`src/rtl/instr_loader.sv`:
```
// Byte-stream program loader: length-prefixed, big-endian 16-bit imem writes.
// Define LOADER_CHECKSUM_EN to require a trailing XOR checksum byte.
module instr_loader #(
  parameter int ADDR_W = 9,
  parameter int DEPTH  = 512,
  parameter int WORD_W = 16
) (
  input  logic              clk,
  input  logic              rst,
  input  logic              bgn,
  input  logic [7:0]        byte_in,
  input  logic              byte_valid,
  output logic              byte_ready,
  output logic              wr_en,
  output logic [ADDR_W-1:0] wr_addr,
  output logic [WORD_W-1:0] wr_data,
  output logic [ADDR_W:0]   word_count,
  output logic              fin_file,
  output logic              err
);

  typedef enum logic [3:0] {
    S_IDLE,
    S_LEN_HI,
    S_LEN_LO,
    S_DATA_HI,
    S_DATA_LO,
    S_WRITE,
    S_DONE,
    S_ERR
`ifdef LOADER_CHECKSUM_EN
    , S_CSUM
`endif
  } state_t;

  state_t            state_q, state_d;
  state_t            end_st;
  logic [7:0]        n_hi_q, n_hi_d;
  logic [15:0]       n_q, n_d;
  logic [7:0]        hi_q, hi_d;
  logic              byte_ready_q, byte_ready_d;
  logic              wr_en_q, wr_en_d;
  logic [ADDR_W-1:0] wr_addr_q, wr_addr_d;
  logic [WORD_W-1:0] wr_data_q, wr_data_d;
  logic [ADDR_W:0]   wc_q, wc_d;
  logic              fin_q, fin_d;
  logic              err_q, err_d;
  logic              xfer;
  logic [15:0]       len;
  logic [31:0]       wc_inc;
`ifdef LOADER_CHECKSUM_EN
  logic [7:0]        csum_q, csum_d;
`endif

  always_comb begin
    state_d   = state_q;
    n_hi_d    = n_hi_q;
    n_d       = n_q;
    hi_d      = hi_q;
    wr_en_d   = 1'b0;
    wr_addr_d = wr_addr_q;
    wr_data_d = wr_data_q;
    wc_d      = wc_q;
    xfer      = byte_valid && byte_ready_q;
    len       = {n_hi_q, byte_in};
    wc_inc    = 32'(wc_q) + 32'd1;
`ifdef LOADER_CHECKSUM_EN
    end_st = S_CSUM;
    csum_d = csum_q;
    if (xfer) csum_d = csum_q ^ byte_in;
`else
    end_st = S_DONE;
`endif

    case (state_q)
      S_IDLE, S_DONE, S_ERR: begin
        if (bgn) begin
          state_d = S_LEN_HI;
          wc_d    = '0;
`ifdef LOADER_CHECKSUM_EN
          csum_d  = '0;
`endif
        end
      end
      S_LEN_HI: begin
        if (xfer) begin
          n_hi_d  = byte_in;
          state_d = S_LEN_LO;
        end
      end
      S_LEN_LO: begin
        if (xfer) begin
          n_d = len;
          // oversize images are refused before any write
          unique case (1'b1)
            (len == 16'd0):             state_d = end_st;
            (32'(len) > 32'(DEPTH)):    state_d = S_ERR;
            default:                    state_d = S_DATA_HI;
          endcase
        end
      end
      S_DATA_HI: begin
        if (xfer) begin
          hi_d    = byte_in;
          state_d = S_DATA_LO;
        end
      end
      S_DATA_LO: begin
        if (xfer) begin
          state_d   = S_WRITE;
          wr_en_d   = 1'b1;
          wr_addr_d = wc_q[ADDR_W-1:0];
          wr_data_d = WORD_W'({hi_q, byte_in});
        end
      end
      S_WRITE: begin
        wc_d    = wc_q + {{ADDR_W{1'b0}}, 1'b1};
        state_d = (wc_inc == 32'(n_q)) ? end_st : S_DATA_HI;
      end
`ifdef LOADER_CHECKSUM_EN
      S_CSUM: begin
        if (xfer) state_d = (byte_in == csum_q) ? S_DONE : S_ERR;
      end
`endif
      default: state_d = S_IDLE;
    endcase

    // status outputs are registered decodes of the next state
    byte_ready_d = 1'b0;
    case (state_d)
      S_LEN_HI, S_LEN_LO, S_DATA_HI, S_DATA_LO: byte_ready_d = 1'b1;
`ifdef LOADER_CHECKSUM_EN
      S_CSUM: byte_ready_d = 1'b1;
`endif
      default: byte_ready_d = 1'b0;
    endcase
    fin_d = (state_d == S_DONE);
    err_d = (state_d == S_ERR);
  end

  always_ff @(posedge clk) begin
    if (rst) begin
      state_q      <= S_IDLE;
      n_hi_q       <= '0;
      n_q          <= '0;
      hi_q         <= '0;
      byte_ready_q <= 1'b0;
      wr_en_q      <= 1'b0;
      wr_addr_q    <= '0;
      wr_data_q    <= '0;
      wc_q         <= '0;
      fin_q        <= 1'b0;
      err_q        <= 1'b0;
`ifdef LOADER_CHECKSUM_EN
      csum_q       <= '0;
`endif
    end else begin
      state_q      <= state_d;
      n_hi_q       <= n_hi_d;
      n_q          <= n_d;
      hi_q         <= hi_d;
      byte_ready_q <= byte_ready_d;
      wr_en_q      <= wr_en_d;
      wr_addr_q    <= wr_addr_d;
      wr_data_q    <= wr_data_d;
      wc_q         <= wc_d;
      fin_q        <= fin_d;
      err_q        <= err_d;
`ifdef LOADER_CHECKSUM_EN
      csum_q       <= csum_d;
`endif
    end
  end

  assign byte_ready = byte_ready_q;
  assign wr_en      = wr_en_q;
  assign wr_addr    = wr_addr_q;
  assign wr_data    = wr_data_q;
  assign word_count = wc_q;
  assign fin_file   = fin_q;
  assign err        = err_q;

endmodule

```
`config.mk`:
```
export PLATFORM = sky130hd
export DESIGN_NAME = instr_loader
export DESIGN_NICKNAME = d
export VERILOG_FILES = /design/src/rtl/instr_loader.sv
export SDC_FILE = /design/constraint.sdc
export NUM_CORES = 1
export LEC_CHECK = 0
export CORE_MARGIN = 2
export CORE_UTILIZATION = 50
export DETAILED_ROUTE_END_ITERATION = 10
export DONT_BUFFER_PORTS = 1
export HOLD_SLACK_MARGIN = 0.02
export PLACE_DENSITY = 0.61
export SLEW_MARGIN = 20
export SYNTH_ARGS = -nofsm -noshare
export SYNTH_HDL_FRONTEND = slang
export SYNTH_SLANG_ARGS = --single-unit
```
`constraint.sdc`:
```
create_clock -name clk -period 2.27 [get_ports clk]
set_clock_uncertainty 0.1 [all_clocks]
set_input_delay 0.1135 -clock clk [delete_from_list [all_inputs] [get_ports clk]]
set_output_delay 0.1135 -clock clk [all_outputs]
set_load 0.05 [all_outputs]
```
==> results.yml <==
run_status:
  status: "complete, no violations"
yosys:
  synth_fa_ha_area_share_pct: 0.388
  syn_nets: 420
  synth_edf_count: 0
  synth_top_family_by_area: "simple AND/OR/NAND/NOR gates"
  ys_ff_latch: 75
  ys_types: 40
  synth_mux_area_share_pct: 3.42
  ys_top_cells_by_count: "nand2_1 (92), dfxtp_1 (75), a21oi_1 (65)"
  avgSynthCellArea_sq_um: 7.92
  ys_seq_area_share_pct: 46.6
  ys_async_sr_fraction_pct: 0
  ys_top_cells_by_area: "dfxtp_1 (47%), nand2_1 (11%), a21oi_1 (10%), nand3_1 (4.7%), mux2i_1 (3.4%)"
  netlist_instances: 407
  netlist_area_sq_mm: 0.00322
  synth_compound_area_share_pct: 14.1
  yosys_warnings: 0
  synth_top_flop_cell: "dfxtp_1"
  yosysMostFrequentCell: "nand2_1"
  yosysTopAreaCell: "dfxtp_1"
  yosys.area_share.simple_pct: 26.8
  synth-xor-area-share_pct: 4.89
  synth_top_area_share_pct: 46.6
min_path:
  hold_depth: 3
  worstHoldEndpoint: "wr_en$_SDFF_PP0_"
  hp-start: "byte_valid"
  hold_path_class: "primary input to flip-flop"
global_route:
  first_global_vias: 2770
  grt_usage_pct: 24.0
  antenna_found_initial: 0
  overflow: 0
  grt_max_degree: 73
  grt_first_pass_wirelength_um: 13500
timing:
  setup_violations: 0
  clock.fmax_ghz: 0.462
  hold_violations: 0
  worstMarginPinSlew_ns: 0.550
  drv_slew: 0
  final.min_clock_period_ns: 2.17
  relSlewSlack_pct: 63.3
  setup-tns-final_ns: 0
  finalCritPeriodShare_pct: 95.4
  grt_setup_unrepaired: "no"
clock_tree:
  clkTransAtPathRegs_ns: 0.08
  cts-htree-levels: 3
  post_cts_buffers: 0
  clock_latency_ns: 0.35
  root_buffer: "clkbuf_8"
  cts_buffers: 9
  cts_tree: "built"
  clkSinkCount: 75
  clock_path_buffers: 2
final_layout:
  nets: 437
  fillers: 613
  final_layout_size_suffix_gt1_share_pct: 10.3
  multiInputGateArea_sq_mm: 0.00162
  num_antenna_cells: 0
  area_growth_pct: 16.4
  stdcell_area_sq_mm: 0.00375
  seqCellArea_sq_mm: 0.00150
worst_setup_path:
  crit_fanout: 17
  critPathKind: "flip-flop to flip-flop"
  r2r_setup_slack_ns: 0.10
  start_kind: "flip-flop"
  reg2reg_from: "state_q[2]$_SDFF_PP0_"
  worst-endpoint-arrival_ns: 2.31
  rr_worst_depth: 6
  worstReg2RegEnd: "n_q[9]$_SDFFE_PP0P_"
  end_kind: "flip-flop"
  crit_required_ns: 2.42
pwr:
  ir_drop_v: 0.000637
  powerDensity_mw_per_mm2: 686
  p_leak_nw: 1.29
die:
  dieArea_sq_mm: 0.00710
  die_w_um: 84.3
  core-area_sq_mm: 0.00628
  die_y_um: 84.3
  io_pins: 51
  start_util_pct: 51.3
  core.rowCount: 29
routing:
  drt-total-wl_um: 8160
  drc: 0
  wire_per_inst_um: 16.1
  final_antenna_net_count: 0
  avgViaCountPerCell: 5.64
  drt_iter0_drc: 190
  vias: 2855
  dr.pass1.iters: 5
place:
  port_buffers: 0
  dp_hpwl_um: 5230
  placed_area_sq_mm: 0.00339
  globalplace.congestion: 0.885
flow_run:
  drv_cap: 0
==> flip-flops by register name, summed over array words and instances (netlist names), 4 cells and up <==
name / flops
hi_q: 8
n_hi_q: 8
n_q: 16
state_q: 4
word_count: 10
wr_addr: 9
wr_data: 16
==> critical path: stages, from the launching register on <==
cell and delay [ns]:
dfxtp_1 0.43, nor4bb_4 0.49, nand2_1 0.12, buf_4 0.22, nand2_1 0.09, a21oi_1 0.06, dlygate4sd3_1 0.56
==> kinds of logic after synthesis <==
| logic type | count (synthesis) |
|---|---|
| AOI/OAI and AO/OA | 84 |
| xor gates and xnor gates | 18 |
| adders and majority gates | 1 |
| buffers and inverters | 30 |
| DFF | 75 |
| muxes | 11 |
| other | 1 |
| and+or+nand+nor | 187 |
==> through the flow <==
| step | worst slack [ns] | hold slack (ns) | total power, W | utilization, % | instances |
|---|---|---|---|---|---|
| 2_1_floorplan | 0.0350 | 0.150 | 0.00140 | - | 407 |
| 3_3_place_gp | 0.159 | 0.0896 | 0.00139 | 53.9 | 478 |
| 3_5_place_dp | 0.142 | 0.0905 | 0.00139 | 53.9 | 478 |
| 4_1_cts | 0.0782 | 0.0985 | 0.00259 | 59.7 | 506 |
| 5_1_grt | 0.0107 | 0.127 | 0.00265 | 59.8 | 506 |
| 6_report | 0.104 | 0.111 | 0.00257 | 59.8 | 506 |
==> worst max-delay path by stage <==
| stage | slack, ns | startpoint | depth (start not counted) | end |
|---|---|---|---|---|
| finish | 0.10 | state_q[2]$_SDFF_PP0_ | 6 | n_q[9]$_SDFFE_PP0P_ |
| global placement | 0.16 | n_q[11]$_SDFFE_PP0P_ | 6 | byte_ready$_SDFF_PP0_ |
| global route | 0.01 | state_q[2]$_SDFF_PP0_ | 6 | n_q[9]$_SDFFE_PP0P_ |
| detailed placement | 0.14 | n_q[11]$_SDFFE_PP0P_ | 6 | byte_ready$_SDFF_PP0_ |
| floorplan | 0.03 | word_count[0]$_SDFFE_PP0P_ | 7 | byte_ready$_SDFF_PP0_ |
| CTS | 0.08 | byte_ready$_SDFF_PP0_ | 6 | n_q[9]$_SDFFE_PP0P_ |
==> cell type report <==
cell class	count	area share (%)
sequential	75	40.0
clock inverter	7	2.63
tap	77	2.57
inverter	3	0.300
clock buffer	9	3.30
timing repair buffer	33	7.87
multi-input combinational	302	43.3
==> layer usage <==
layer  track usage [%]  wire, um
met4              10.9       135
met2              38.7      3820
met5                 0         0
met3              4.23       325
met1              31.6      3870
==> repair_timing <==
action,CTS,global route
resized for setup,0,1
endpoints found under the hold margin,74,0
hold buffers,12,0
endpoints found under the setup margin,0,2
==> layout by cell type (no fill, tap or decap), types with 2 or more instances in the layout <==
master and count:
a21oi_1 65, clkbuf_8 9, dfxtp_1 74, or3_1 4
nand2_1 92, nand4_1 5, mux2i_1 11, dlygate4sd3_1 11
nor4_1 2, or4_1 2, nand3_1 30, nor4_2 2
and3_1 3, nand3b_1 3, nor2b_1 4, buf_4 21
xor2_1 6, xnor2_1 12, clkinv_2 2, a31o_1 2
nor2_1 24, inv_1 3, bufinv_16 2, a22oi_1 2
nor3_1 6, and2_1 4, o21ai_1 8
==> report_power, final <==
| part | internal [W] | switching (W) | total (W) |
|---|---|---|---|
| logic | 0.0000324 | 0.0000562 | 0.0000887 |
| registers | 0.00132 | 0.00000642 | 0.00132 |
| clock network | 0.000628 | 0.000533 | 0.00116 |
| total | 0.00198 | 0.000595 | 0.00257 |
(Power assumes the default switching activity.)
